File: src/rtl/halflife_btn_cond.sv
// halflife_btn_cond: synchronise, debounce and strobe the up/down/load buttons.
// Define HALFLIFE_AUTO_REPEAT_EN to build the held-button auto-repeat logic.
module halflife_btn_cond #(
  parameter int DB_CYCLES  = 8,
  parameter int RPT_DELAY  = 32,
  parameter int RPT_PERIOD = 8
) (
  input  logic clk,
  input  logic rst_n,
  input  logic up_btn,
  input  logic down_btn,
  input  logic load_btn,
  output logic up_level,
  output logic down_level,
  output logic up_pulse,
  output logic down_pulse,
  output logic load_pulse
);

  localparam int DBW = $clog2(DB_CYCLES) + 1;
  localparam logic [DBW-1:0] DB_LAST = DBW'(DB_CYCLES - 1);

  localparam logic [1:0] S_IDLE   = 2'd0;
`ifdef HALFLIFE_AUTO_REPEAT_EN
  localparam logic [1:0] S_DELAY  = 2'd1;
  localparam logic [1:0] S_REPEAT = 2'd2;
`else
  localparam logic [1:0] S_HELD   = 2'd1;
`endif
  localparam logic [1:0] S_LOCK   = 2'd3;

  if (DB_CYCLES < 2 || RPT_PERIOD < 2 ||
      RPT_DELAY < RPT_PERIOD) begin : g_bad_cfg
    $error("halflife_btn_cond: illegal parameters");
  end

  // channel order: 0 = up, 1 = down, 2 = load
  logic [2:0]     w_raw;
  logic [2:0]     r_s1;
  logic [2:0]     r_s2;
  logic [2:0]     r_lvl;
  logic [2:0]     w_nxt;
  logic [DBW-1:0] r_dbc [3];

  assign w_raw = {load_btn, down_btn, up_btn};

  always_comb begin
    w_nxt = r_lvl;
    for (int i = 0; i < 3; i++) begin
      if (r_s2[i] != r_lvl[i] && r_dbc[i] == DB_LAST)
        w_nxt[i] = r_s2[i];
    end
  end

  always_ff @(posedge clk or negedge rst_n) begin
    if (!rst_n) begin
      r_s1  <= '0;
      r_s2  <= '0;
      r_lvl <= '0;
      for (int i = 0; i < 3; i++)
        r_dbc[i] <= '0;
    end else begin
      r_s1  <= w_raw;
      r_s2  <= r_s1;
      r_lvl <= w_nxt;
      for (int i = 0; i < 3; i++) begin
        if (r_s2[i] == r_lvl[i] || r_dbc[i] == DB_LAST)
          r_dbc[i] <= '0;
        else
          r_dbc[i] <= r_dbc[i] + DBW'(1);
      end
    end
  end

  // FSMs act on the level being registered this edge,
  // so the press strobe lands in the level's first cycle
  logic [1:0] r_st   [2];
  logic [1:0] w_st_n [2];
  logic [1:0] w_strb;
  logic       w_both;
  logic       w_ld_rise;

  assign w_both    = w_nxt[0] & w_nxt[1];
  assign w_ld_rise = w_nxt[2] & ~r_lvl[2];

`ifdef HALFLIFE_AUTO_REPEAT_EN
  localparam int RW = $clog2(RPT_DELAY) + 1;
  localparam logic [RW-1:0] DLY_LAST = RW'(RPT_DELAY - 1);
  localparam logic [RW-1:0] PER_LAST = RW'(RPT_PERIOD - 1);

  logic [RW-1:0] r_rc   [2];
  logic [RW-1:0] w_rc_n [2];

  always_comb begin
    w_strb = '0;
    for (int i = 0; i < 2; i++) begin
      w_st_n[i] = r_st[i];
      w_rc_n[i] = r_rc[i];
      if (w_both) begin
        w_st_n[i] = S_LOCK;
        w_rc_n[i] = '0;
      end else begin
        unique case (1'b1)
          (r_st[i] == S_IDLE): begin
            if (w_nxt[i]) begin
              w_strb[i] = 1'b1;
              w_st_n[i] = S_DELAY;
              w_rc_n[i] = '0;
            end
          end
          (r_st[i] == S_DELAY): begin
            if (!w_nxt[i]) begin
              w_st_n[i] = S_IDLE;
              w_rc_n[i] = '0;
            end else if (r_rc[i] == DLY_LAST) begin
              w_strb[i] = 1'b1;
              w_st_n[i] = S_REPEAT;
              w_rc_n[i] = '0;
            end else begin
              w_rc_n[i] = r_rc[i] + RW'(1);
            end
          end
          (r_st[i] == S_REPEAT): begin
            if (!w_nxt[i]) begin
              w_st_n[i] = S_IDLE;
              w_rc_n[i] = '0;
            end else if (r_rc[i] == PER_LAST) begin
              w_strb[i] = 1'b1;
              w_rc_n[i] = '0;
            end else begin
              w_rc_n[i] = r_rc[i] + RW'(1);
            end
          end
          default: begin
            w_rc_n[i] = '0;
            if (!w_nxt[i])
              w_st_n[i] = S_IDLE;
          end
        endcase
      end
    end
  end

  always_ff @(posedge clk or negedge rst_n) begin
    if (!rst_n) begin
      r_rc[0] <= '0;
      r_rc[1] <= '0;
    end else begin
      r_rc[0] <= w_rc_n[0];
      r_rc[1] <= w_rc_n[1];
    end
  end
`else
  always_comb begin
    w_strb = '0;
    for (int i = 0; i < 2; i++) begin
      w_st_n[i] = r_st[i];
      if (w_both) begin
        w_st_n[i] = S_LOCK;
      end else begin
        unique case (1'b1)
          (r_st[i] == S_IDLE): begin
            if (w_nxt[i]) begin
              w_strb[i] = 1'b1;
              w_st_n[i] = S_HELD;
            end
          end
          (r_st[i] == S_HELD): begin
            if (!w_nxt[i])
              w_st_n[i] = S_IDLE;
          end
          default: begin
            if (!w_nxt[i])
              w_st_n[i] = S_IDLE;
          end
        endcase
      end
    end
  end
`endif

  logic r_up_p;
  logic r_dn_p;
  logic r_ld_p;

  // load wins: a masked up/down strobe is dropped, FSM timing is not
  always_ff @(posedge clk or negedge rst_n) begin
    if (!rst_n) begin
      r_st[0] <= S_IDLE;
      r_st[1] <= S_IDLE;
      r_up_p  <= 1'b0;
      r_dn_p  <= 1'b0;
      r_ld_p  <= 1'b0;
    end else begin
      r_st[0] <= w_st_n[0];
      r_st[1] <= w_st_n[1];
      r_up_p  <= w_strb[0] & ~w_ld_rise;
      r_dn_p  <= w_strb[1] & ~w_ld_rise;
      r_ld_p  <= w_ld_rise;
    end
  end

  assign up_level   = r_lvl[0];
  assign down_level = r_lvl[1];
  assign up_pulse   = r_up_p;
  assign down_pulse = r_dn_p;
  assign load_pulse = r_ld_p;

endmodule

File: config.mk
export PLATFORM = sky130hd
export DESIGN_NAME = halflife_btn_cond
export DESIGN_NICKNAME = d
export VERILOG_FILES = /design/src/rtl/halflife_btn_cond.sv
export SDC_FILE = /design/constraint.sdc
export NUM_CORES = 1
export LEC_CHECK = 0
export CAP_MARGIN = 15
export CORE_MARGIN = 4
export CORE_UTILIZATION = 50
export CTS_BUF_LIST = sky130_fd_sc_hd__clkbuf_4
export CTS_CLUSTER_DIAMETER = 100
export DETAILED_ROUTE_END_ITERATION = 8
export GPL_TIMING_DRIVEN = 1
export PLACE_DENSITY = 0.82
export REMOVE_ABC_BUFFERS = 1
export SLEW_MARGIN = 20
export SYNTH_ARGS = -nofsm -noshare
export SYNTH_HDL_FRONTEND = slang
export SYNTH_SLANG_ARGS = --single-unit
File: constraint.sdc
create_clock -name clk -period 1.52 [get_ports clk]
set_input_delay 0.304 -clock clk [delete_from_list [all_inputs] [get_ports clk]]
set_output_delay 0.304 -clock clk [all_outputs]
set_load 0.02 [all_outputs]
==> flow_summary.ini <==
[sta]
hold_ws_ps = 339.5
worst_slew_pin_slew_ps = 342.2
drv_slew = 0
fin_crit_sh = 0.9454
layout_min_cycle_time_ps = 1437
final.setup.tns_ps = 0
setup_violations = 0
skew_ps = 6.333
fmax_ghz = 0.6959
setup_slack_ps = 82.98
maxSlewHeadroom = 0.7719
hold_viol = 0

[cells_and_area]
final_common_cell = dfrtp_1
drive_gt1_frac = 0.1505
layout_common_cells = 28 x dfrtp_1, 9 x xor2_1, 7 x nor2_1
seqCellArea_um2 = 700.7
utilization = 0.6256
syn2layout_area_growth_pct = 14.63
num_antenna_cells = 0
fillers = 169
multi_input_area_um2 = 394.1
postLayoutCellArea_mm2 = 0.001265
nNetsFinal = 103
stdcell_count = 120

[power]
power_density_mw_per_mm2 = 1552
peakVddDrop_uv = 950.8
p_leak_nw = 0.7095
total_power_mw = 1.963

[synth]
synth_top_area_frac = 0.6349
yosys-top-cells-area = dfrtp_1 63%, xor2_1 7.1%, mux2i_4 4.1%
synth_top_flop_cell = dfrtp_1
syn_area_mm2 = 0.001104
yosys_warnings = 0
ys_types = 19
synth_edf_count = 0
avgSynthCellArea_um2 = 13.79
async_flop_share = 1.000
synth-seq-cells = 28
post-synth-top-area-cell = dfrtp_1
ys_seq_area_frac = 0.6349
syn_inst = 80

[die]
die_y_um = 54.98
core-area_mm2 = 0.002022
io_pins = 10
floorplan.initialDensity = 0.5458
row_count = 16
die_area_mm2 = 0.003023
die_w_um = 54.98

[grt]
grt_pass1_vias = 633
grt_usage = 0.1332
antenna_found_initial = 0
grt_first_pass_wirelength_mm = 2.697
grt_max_degree = 29
grt.overflow.total = 0

[detailed_routing]
drc_errors = 0
initialDrtViolationCount = 5
vias = 597
vias_per_cell = 4.975
dr.pass1.iters = 2
postRouteAntennaNets = 0
post_drt_wl_per_cell_um = 13.53
drt_wl_total_mm = 1.624

[clocking]
hold_buffers = 0
cts-root-buf = clkbuf_4
postCtsSetupRepairBufs = 0
clock_latency_ps = 320
cts_tree = built
clkTransAtPathRegs_ps = 140
htree_levels = 1
cts_buffers = 3
clk_path_buf_depth = 2
cts_num_sinks = 28

[min_path]
worstHoldPathType = input port to asynchronous set/reset pin

[placed_design]
gp_congestion = 0.7304
hpwlAfterDp_mm = 1.182
dp.cells = 117
port_buffers = 9
place_area_mm2 = 0.001235
dp_slack_ps = 64.93

[outcome]
status = finished, final reports clean

[flow_run]
drv_cap = 0

[worst_setup_path]
endpoint_kind = output port
cp.required_ps = 1220
critPathTopFamily = flip-flops
critical_path_class = flip-flop to output port
worst-path-max-fanout = 3
crit_slowest_cell = dfrtp_1
crit_buf_inv = 1
startpoint_type = flip-flop
reg2reg_slack_ps = 100
cp.arrival_ps = 1130
cp_slowest_stage_delay_ps = 450
crit_chain = dlygate4sd2_1
## cells by family (layout without fill, tap and decap cells)
| group | count (synthesis) | count (layout) | synth area share |
|---|---|---|---|
| fa+ha+maj | 3 | 3 | 0.03402 |
| xor+xnor | 9 | 9 | 0.07143 |
| compound gates | 6 | 6 | 0.02948 |
| flops | 28 | 28 | 0.6349 |
| simple gates | 25 | 25 | 0.1587 |
| mux | 3 | 3 | 0.05102 |
| buf+inv | 6 | 19 | 0.02041 |
## state kept, by name (all words and copies together) (netlist names)
register / count
r_dbc: 12
down_pulse: 1
up_pulse: 1
r_s2: 3
r_lvl: 3
r_s1: 3
r_st: 4
load_pulse: 1
## worst paths after layout
path,startpoint,end,depth (start not counted)
max,r_lvl[0],up_level,1
min,rst_n,r_dbc[9],2
max reg2reg,r_dbc[4],up_pulse,4
min reg2reg,r_s1[0],r_s2[0],0
max in group asynchronous,rst_n,r_dbc[4],2
min in group clk,r_s1[0],r_s2[0],0
## worst reg2reg max path, delay by kind of cell, from the launching register on
kind,cells,cell delay (ps)
fa+ha+maj,1,220
flops,1,430
mux,1,330
simple gates,2,360
## synth_stat cells (2+ instances only)
library cell and n:
nor2_1 7, xor2_1 9, nand3b_4 2, a21oi_1 2, nand2_1 3, ha_1 3
and3_1 2, inv_1 6, o21ai_0 2, a31oi_1 2, nor4b_2 2, and2_1 3
mux2i_4 2, dfrtp_1 28, nand3_1 3
## layout make-up
cell class                      instances  area share
Timing Repair Buffer                   10     0.07221
Multi-Input combinational cell         46      0.3116
Inverter                                6     0.01780
Tap cell                               27     0.02671
Clock buffer                            3     0.01780
Sequential cell                        28      0.5539
## layer usage
layer,up-vias,track usage,part of all wire
met5,-,0,0
met1,290,0.1518,0.43
met3,5,0.03217,0.034
met2,10,0.2126,0.50
met4,0,0.1053,0.031
li1,292,-,-
## report_power, final
part | total [mW] | switching (mW) | internal (mW)
Sequential | 1.07 | 0.144 | 0.928
Clock | 0.294 | 0.201 | 0.0931
Combinational | 0.597 | 0.320 | 0.278
## repair_timing
action | 4_1_cts | 5_1_grt
resized for setup | 5 | 4
hold endpoints to repair | 0 | 0
pin swaps | 0 | 0
endpoints found under the setup margin | 5 | 2
No activity file was read; power rests on OpenSTA's default activity.
